<file path="config.mk">
export PLATFORM = sky130hd
export DESIGN_NAME = fetch_arb
export DESIGN_NICKNAME = d
export VERILOG_FILES = /design/src/rtl/cache_pkg.sv /design/src/rtl/fetch_arb_rr_picker.sv /design/src/rtl/fetch_arb.sv
export SDC_FILE = /design/constraint.sdc
export NUM_CORES = 1
export LEC_CHECK = 0
export ABC_AREA = 1
export CORE_MARGIN = 2
export CORE_UTILIZATION = 24
export DETAILED_ROUTE_END_ITERATION = 16
export HOLD_SLACK_MARGIN = 0.1
export PLACE_DENSITY = 0.81
export SYNTH_ARGS = -nofsm -noshare
export SYNTH_HDL_FRONTEND = slang
export SYNTH_SLANG_ARGS = --single-unit
</file>
<file path="constraint.sdc">
create_clock -name clk -period 1.3 [get_ports clk]
set_input_delay 0.13 -clock clk [delete_from_list [all_inputs] [get_ports clk]]
set_output_delay 0.13 -clock clk [all_outputs]
set_load 0.005 [all_outputs]
</file>
<file path="src/rtl/cache_pkg.sv">
// Shared types for the cache controller / fetch engine slice.
package cache_pkg;

  // Command presented to the line-fetch engine
  typedef enum logic [1:0] {
    FETCH_WB_RD = 2'b00,  // write back the victim line, then fetch
    FETCH_RD    = 2'b01   // fetch only
  } fetch_cmd_t;

  // Fetch arbiter state encoding
  typedef enum logic [1:0] {
    ARB_IDLE  = 2'b00,
    ARB_ISSUE = 2'b01,
    ARB_BUSY  = 2'b10
  } fetch_arb_state_t;

endpackage

</file>
<file path="src/rtl/fetch_arb_rr_picker.sv">
// Round-robin picker: first asserted request at or after ptr, wrapping at n_req-1.
module rr_picker #(
  parameter  int unsigned n_req = 2,
  localparam int unsigned OWN_W = $clog2(n_req)
) (
  input  logic [n_req-1:0] req,
  input  logic [OWN_W-1:0] ptr,
  output logic [OWN_W-1:0] grant_idx,
  output logic             grant_vld
);

  // Scan from ptr upwards, keep the first hit
  always_comb begin
    grant_idx = '0;
    grant_vld = 1'b0;
    for (int unsigned i = 0; i < n_req; i++) begin
      int unsigned      cand;
      logic [OWN_W-1:0] cand_idx;
      cand = 32'(ptr) + i;
      if (cand >= n_req) cand = cand - n_req;
      cand_idx = OWN_W'(cand);
      if (!grant_vld && req[cand_idx]) begin
        grant_vld = 1'b1;
        grant_idx = cand_idx;
      end
    end
  end

endmodule

</file>
<file path="src/rtl/fetch_arb.sv">
// Round-robin arbiter sharing one line-fetch engine among n_req cache controllers.
// Grant is locked from arbitration until fetch_done; one fetch in flight at most.
// Optional: define FETCH_ARB_WATCHDOG_EN to add a BUSY-duration watchdog (wdog_err).
module fetch_arb
  import cache_pkg::*;
#(
  parameter  int unsigned addr_width = 32,
  parameter  int unsigned list_depth = 4,
  parameter  int unsigned n_req      = 2,
  localparam int unsigned TAG_W      = $clog2(list_depth),
  localparam int unsigned OWN_W      = $clog2(n_req)
) (
  input  logic                                  clk,
  input  logic                                  rst,
  input  logic [n_req-1:0]                      rq_req,
  input  logic [n_req-1:0][1:0]                 rq_cmd,
  input  logic [n_req-1:0][TAG_W-1:0]           rq_tag,
  input  logic [n_req-1:0][addr_width-1:0]      rq_addr,
  output logic [n_req-1:0]                      rq_gnt,
  output logic [n_req-1:0]                      rq_done,
  output logic                                  fetch_req,
  output logic [1:0]                            fetch_cmd,
  output logic [TAG_W-1:0]                      fetch_tag,
  output logic [addr_width-1:0]                 fetch_addr,
  input  logic                                  fetch_gnt,
  input  logic                                  fetch_done,
`ifdef FETCH_ARB_WATCHDOG_EN
  output logic                                  wdog_err,
`endif
  output logic                                  arb_busy,
  output logic [OWN_W-1:0]                      arb_owner
);

  localparam logic [1:0] ST_IDLE  = 2'(ARB_IDLE);
  localparam logic [1:0] ST_ISSUE = 2'(ARB_ISSUE);
  localparam logic [1:0] ST_BUSY  = 2'(ARB_BUSY);

  logic [1:0]       state_q, state_d;
  logic [OWN_W-1:0] owner_q, owner_d;
  logic [OWN_W-1:0] rr_ptr_q, rr_ptr_d;
  logic [OWN_W-1:0] pick_idx;
  logic             pick_vld;

  rr_picker #(.n_req(n_req)) u_picker (
    .req       (rq_req),
    .ptr       (rr_ptr_q),
    .grant_idx (pick_idx),
    .grant_vld (pick_vld)
  );

  // State, owner and round-robin pointer registers
  always_ff @(posedge clk) begin
    if (rst) begin
      state_q  <= ST_IDLE;
      owner_q  <= '0;
      rr_ptr_q <= '0;
    end else begin
      state_q  <= state_d;
      owner_q  <= owner_d;
      rr_ptr_q <= rr_ptr_d;
    end
  end

  // Next-state and engine/requester handshakes; payload muxed straight from the owner
  always_comb begin
    state_d    = state_q;
    owner_d    = owner_q;
    rr_ptr_d   = rr_ptr_q;
    fetch_req  = 1'b0;
    fetch_cmd  = '0;
    fetch_tag  = '0;
    fetch_addr = '0;
    rq_gnt     = '0;
    rq_done    = '0;
    arb_busy   = 1'b0;
    case (state_q)
      ST_IDLE: begin
        if (pick_vld) begin
          owner_d = pick_idx;
          state_d = ST_ISSUE;
        end
      end
      ST_ISSUE: begin
        arb_busy   = 1'b1;
        fetch_req  = rq_req[owner_q];
        fetch_cmd  = rq_cmd[owner_q];
        fetch_tag  = rq_tag[owner_q];
        fetch_addr = rq_addr[owner_q];
        if (!rq_req[owner_q]) begin
          // requester withdrew before the engine accepted: re-arbitrate, pointer untouched
          state_d = ST_IDLE;
        end else if (fetch_gnt) begin
          rq_gnt[owner_q] = 1'b1;
          state_d         = ST_BUSY;
        end
      end
      ST_BUSY: begin
        arb_busy = 1'b1;
        if (fetch_done) begin
          rq_done[owner_q] = 1'b1;
          rr_ptr_d = (owner_q == OWN_W'(n_req - 1)) ? '0 : owner_q + 1'b1;
          state_d  = ST_IDLE;
        end
      end
      default: state_d = ST_IDLE;
    endcase
    // a reset cycle aborts the transaction; no handshake may escape
    if (rst) begin
      rq_gnt  = '0;
      rq_done = '0;
    end
  end

  assign arb_owner = owner_q;

`ifdef FETCH_ARB_WATCHDOG_EN
  logic [15:0] wdog_cnt_q;

  // Count BUSY cycles since the grant; flag a fetch that never completes
  always_ff @(posedge clk) begin
    if (rst) begin
      wdog_cnt_q <= '0;
      wdog_err   <= 1'b0;
    end else if (state_q == ST_ISSUE && state_d == ST_BUSY) begin
      wdog_cnt_q <= '0;
    end else if (state_q == ST_BUSY && wdog_cnt_q != 16'hFFFF) begin
      wdog_cnt_q <= wdog_cnt_q + 16'd1;
      if (wdog_cnt_q == 16'hFFFE) wdog_err <= 1'b1;
    end
  end
`endif

endmodule

</file>
# Yosys cells after proc, flatten, opt, wreduce, memory -nomap -nowiden
# Cells that the tools add are included.
# op_classes
add_sub_neg,4
multipliers,0
n_div,0
magnitude_cmp,6
eq_ne,5
shift,0
muxes,38
bitwise_logic,0
reduce_logical,8
# op_table
cell,count
32-bit two-way mux,3
2-bit two-way mux,17
1-bit two-way mux,16
"1-bit by 2-bit less-than comparator with 1-bit output, second input constant",3
2-bit one-hot mux with 3 select lines,1
"2-bit != test, second input constant",2
2-bit AND reduction,2
"3-bit != test, second input constant",1
3-bit AND reduction,1
"1-bit by 1-bit adder with 2-bit output, second input constant",1
"2-bit by 1-bit == test with 1-bit output, second input constant",1
"2-bit == test, second input constant",1
"1-bit by 2-bit greater-or-equal comparator with 1-bit output, second input constant",1
"2-bit greater-or-equal comparator, second input constant",1
1-bit logical AND,2
2-bit zero test,1
2-bit OR reduction,1
"1-bit subtractor, second input constant",2
"1-bit adder, second input constant",1
1-bit demux with 1-bit select,1
"1-bit greater-or-equal comparator, second input constant",1
1-bit zero test,1
# word_totals
register_bits,4
latchBits,0
mem_bits_rw,0
romBits,0
inputBits,78
out_inout_bits,43
n_memories,0

# Logic depth before layout (Yosys ltp)
# depth
ltp_word,10
depth_mapped,8

# Hierarchy
# A second synthesis with hierarchy kept.
# unflattened
hier_cells,167
area_unflattened_um2,837.1
# by_module_without_submodules
mod,instances,cells_per_inst,area_per_inst_um2,seq_area_each_um2
fetch_arb,1,163,818.3,80.1
rr_picker,1,4,18.8,0.0

# Worst setup path after synthesis
# No wires, ideal clock.
# synth_timing
path_type,reg-to-output
startpoint,register state_q[1]
endpoint,output fetch_addr[12]
arrival_ns,1.080
required_ns,1.170
slack_ns,0.090
path_stages_with_launch,7
path_cell_list,dfxtp_1 inv_1 ha_1 buf_2 buf_2 o21ai_0 nor2_1
# synth_via
elab_chain_cells,2
# synth_rtl
item,line_no,source
from (decl),fetch_arb.sv:38,"logic [1:0] state_q, state_d;"
from (signal assigned),fetch_arb.sv:58,state_q <= state_d;
2-bit by 1-bit == test with 1-bit output,fetch_arb.sv:76,case (state_q)
32-bit two-way mux,fetch_arb.sv:76,
to (decl),fetch_arb.sv:24,"output logic [addr_width-1:0] fetch_addr,"
# Every way passes these cells.

# Worst setup path after layout
# layout_timing
startpoint,register owner_q (netlist: arb_owner)
endpoint,output fetch_addr[10]
# layout_via
elab_chain_cells,3
# layout_rtl
item,line_no,source
from (decl),fetch_arb.sv:39,"logic [OWN_W-1:0] owner_q, owner_d;"
from (signal assigned),fetch_arb.sv:59,owner_q <= owner_d;
32-bit two-way mux (implied by the code) (2 in a row),fetch_arb.sv:88,fetch_addr = rq_addr[owner_q];
32-bit two-way mux,fetch_arb.sv:76,
# Every way passes these cells. The select of a mux whose other input is x is not followed.

==> summary.txt <==
MaxCap Viol Count -> 0
Die Height -> 63.41 um
Max Clock Skew -> 0.2583 ps
Vias -> 1839
Total gr overflow -> 0
CP peak stage delay -> 360 ps
Synth Warn # -> 0
Final instance area -> 2789 um^2
Fmax achieved -> 647.4 MHz
Initial antenna violation count -> 0
Max_slew headroom -> 84.03%
Slew Viols, Final -> 0
Net Switching -> 1.345 mW
Drt wl/cell -> 18.07 um
Power per cell area -> 1141 nW/um^2
Pwr Total -> 3.182 mW
Clk sinks -> 4
CP Max Fanout -> 20
Remaining antenna violation count -> 0
Core footprint -> 3363 um^2
Synth area leader -> nor2_1
GR Util met2 -> 60.39%
LEAKAGE -> 1.284 nW
Met3 global-route usage -> 6.429%
Port buffer count -> 120
Yosys reg bits -> 4
Unrepaired setup endpoints after global routing -> true
Cell Area, Synth -> 847.1 um^2
Max H-tree Level -> 1
Clock Latency Late Sink -> 230 ps
GRT Util Overall -> 29.61%
Largest net degree at the start of global routing -> 21
Drt drc -> 0
Crit end category -> primary output
Switching part of the total power -> 42.26%
Reg2reg path depth -> 10
Final Cycle Share -> 118.8%
HP Class -> reg -> reg
Initial Util -> 25.19%
DR pass1 iterations -> 4
Grt peak-use layer -> met2
Final WL -> 6648 um
CP startpoint kind -> flop
Comb power frac -> 89.1%
Syn Inst Count -> 169
DR iter-0 viols -> 99
Max rail drop VDD -> 0.7739 mV
Number of global-route vias before repair -> 1836
Worst Setup Path Type -> reg -> out
Hold path cells -> 1
Crit-path cells -> buf_4 -> buf_16 -> o21ai_1 -> nor2_1 -> dlygate4sd2_1
Syn Nets -> 250
First-pass GRT wire length -> 9418 um
P_int -> 1.837 mW
Fin nets -> 405
Final worst path period need -> 1545 ps
Post-synthesis sequential area ratio -> 9.453%
Reg2reg end -> state_q[1]
Register share of total power -> 6.1%
R2r setup slk -> -50 ps
Area grow syn2layout -> 229.2%
Failing checks -> setup timing
Synth cell types -> 21
Hold_sp -> rr_ptr_q
Worst-case clock buffer depth -> 2
Leading post-synthesis cells by cell area -> nor2_1 (33%), o21ai_0 (18%), dfxtp_1 (9.5%), nand2_1 (5.3%), ha_1 (4.4%)
Yosys top cell area share -> 32.79%
CTS tree -> built
Num rows -> 21
Outcome -> finished, violations left
Die Wd -> 63.41 um
Sink of the worst hold path -> rr_ptr_q
Worst Path Required -> 1170 ps
Placed inst area -> 2175 um^2
Clk root buf -> clkbuf_4
Share of layout cells above drive strength 1 -> 47.83%
Setup ws final -> -244.7 ps
Reg-to-reg startpoint -> state_q[1]
Crit path max-delay cell type -> dfxtp_4
Clock transition at path regs -> 40 ps
CP delay by family, top -> buffers and inverters
Met1 Usage GRT -> 29.62%
Synthesized area per cell -> 5.012 um^2
Fin. Hold Viols -> 0
CTS Buf Count -> 3
Vias/cell -> 4.997
Antenna Cells -> 0
Worst-Margin Slew -> 238.9 ps
Final GP Congestion -> 0.7761
HPWL Detailed -> 3363 um
Ports -> 121
Hold buffers post-CTS -> 0
Crit path DAT -> 1410 ps
Final setup vio count -> 43
Buf/Inv on CP -> 3
Clock power share -> 4.8%
Die area -> 4021 um^2
## worst max path at each step
stage / startpoint / to / cells after the start
2_1_floorplan: state_q[1] / fetch_addr[12] / 6
3_3_place_gp: state_q[1] / fetch_addr[28] / 6
3_5_place_dp: fetch_done / rq_done[0] / 4
4_1_cts: arb_owner / fetch_addr[22] / 4
5_1_grt: arb_owner / fetch_addr[10] / 5
6_report: arb_owner / fetch_addr[10] / 5
## area by class of cell
class | count | area [um^2]
Timing Repair Buffer | 162 | 1612
Multi-Input combinational cell | 141 | 963.4
Fill cell | 182 | 574.3
Sequential cell | 4 | 88.84
Tap cell | 46 | 57.56
Inverter | 12 | 45.04
Clock buffer | 3 | 22.52
## cells by family (layout without fill, tap and decap cells)
family	Yosys count	count (layout)	synth area share, %
and+or+nand+nor	100	100	49.19
DFF	4	4	9.454
buffers and inverters	24	177	14.03
adders and majority gates	3	3	4.432
AOI/OAI and AO/OA	38	38	22.89
## cell usage in the layout, fill, tap and decap left out
master,count
a21oi_1,1
a31o_1,1
buf_12,5
buf_16,8
buf_2,38
buf_4,18
buf_6,9
buf_8,2
bufbuf_16,1
clkbuf_2,1
clkbuf_4,3
clkdlybuf4s50_1,77
dfxtp_1,1
dfxtp_2,1
dfxtp_4,2
dlygate4sd2_1,3
ha_4,3
inv_1,7
inv_2,5
nand2_1,8
nand2_2,3
nand2_4,2
nand2_8,1
nand3_1,2
nand3_4,3
nand4_1,3
nor2_1,49
nor2_2,15
nor2_4,12
nor3_2,1
nor3_4,1
o21ai_1,16
o21ai_2,19
o21ai_4,1
## registers in the layout (all words and copies together), names as in the netlist
signal / count
state_q: 2
arb_owner: 1
rr_ptr_q: 1
## metrics by stage
stage	cells	setup TNS [ps]	setup slack [ps]	hold WS, ps	utilization, %
2_1_floorplan	169	0	90.18	199.1	-
3_3_place_gp	337	-10040	-265.2	504.5	64.66
3_5_place_dp	337	-10720	-308.2	510.1	64.66
4_1_cts	359	-4115	-181.9	517.9	77.94
5_1_grt	368	-8078	-270.6	557.4	82.92
6_report	368	-6075	-244.7	522.3	82.92
## cell usage after synthesis
cell type	n
nor2_1	74
o21ai_0	30
nand2_1	12
inv_1	10
o21ai_1	6
buf_2	5
dfxtp_1	4
clkbuf_1	3
ha_1	3
nand3_1	3
nand4_1	3
buf_4	2
buf_6	2
inv_2	2
nand2_2	2
nand3_2	2
nor2_2	2
a21oi_1	1
a31o_1	1
nor3_1	1
nor3_2	1
## repair_timing
action / CTS / global route
buffers inserted: 11 / 9
endpoints found under the setup margin: 45 / 44
pin swaps: 19 / 25
resized for setup: 256 / 47
cloned: 9 / 0
## per-layer routing
layer	share of wire, %	wire length [um]
met5	0	0
met1	36	2377
met3	7.5	497
met2	53	3492
met4	4.2	280
## power groups by stage
stage / combinational (mW) / sequential [mW] / clock, mW
floorplan: 0.713 / 0.171 / 0
global placement: 1.78 / 0.171 / 0
detailed placement: 1.80 / 0.172 / 0
CTS: 2.42 / 0.184 / 0.156
global route: 2.99 / 0.197 / 0.162
finish: 2.84 / 0.194 / 0.151
Note: power is estimated with default switching activity, not from simulation.
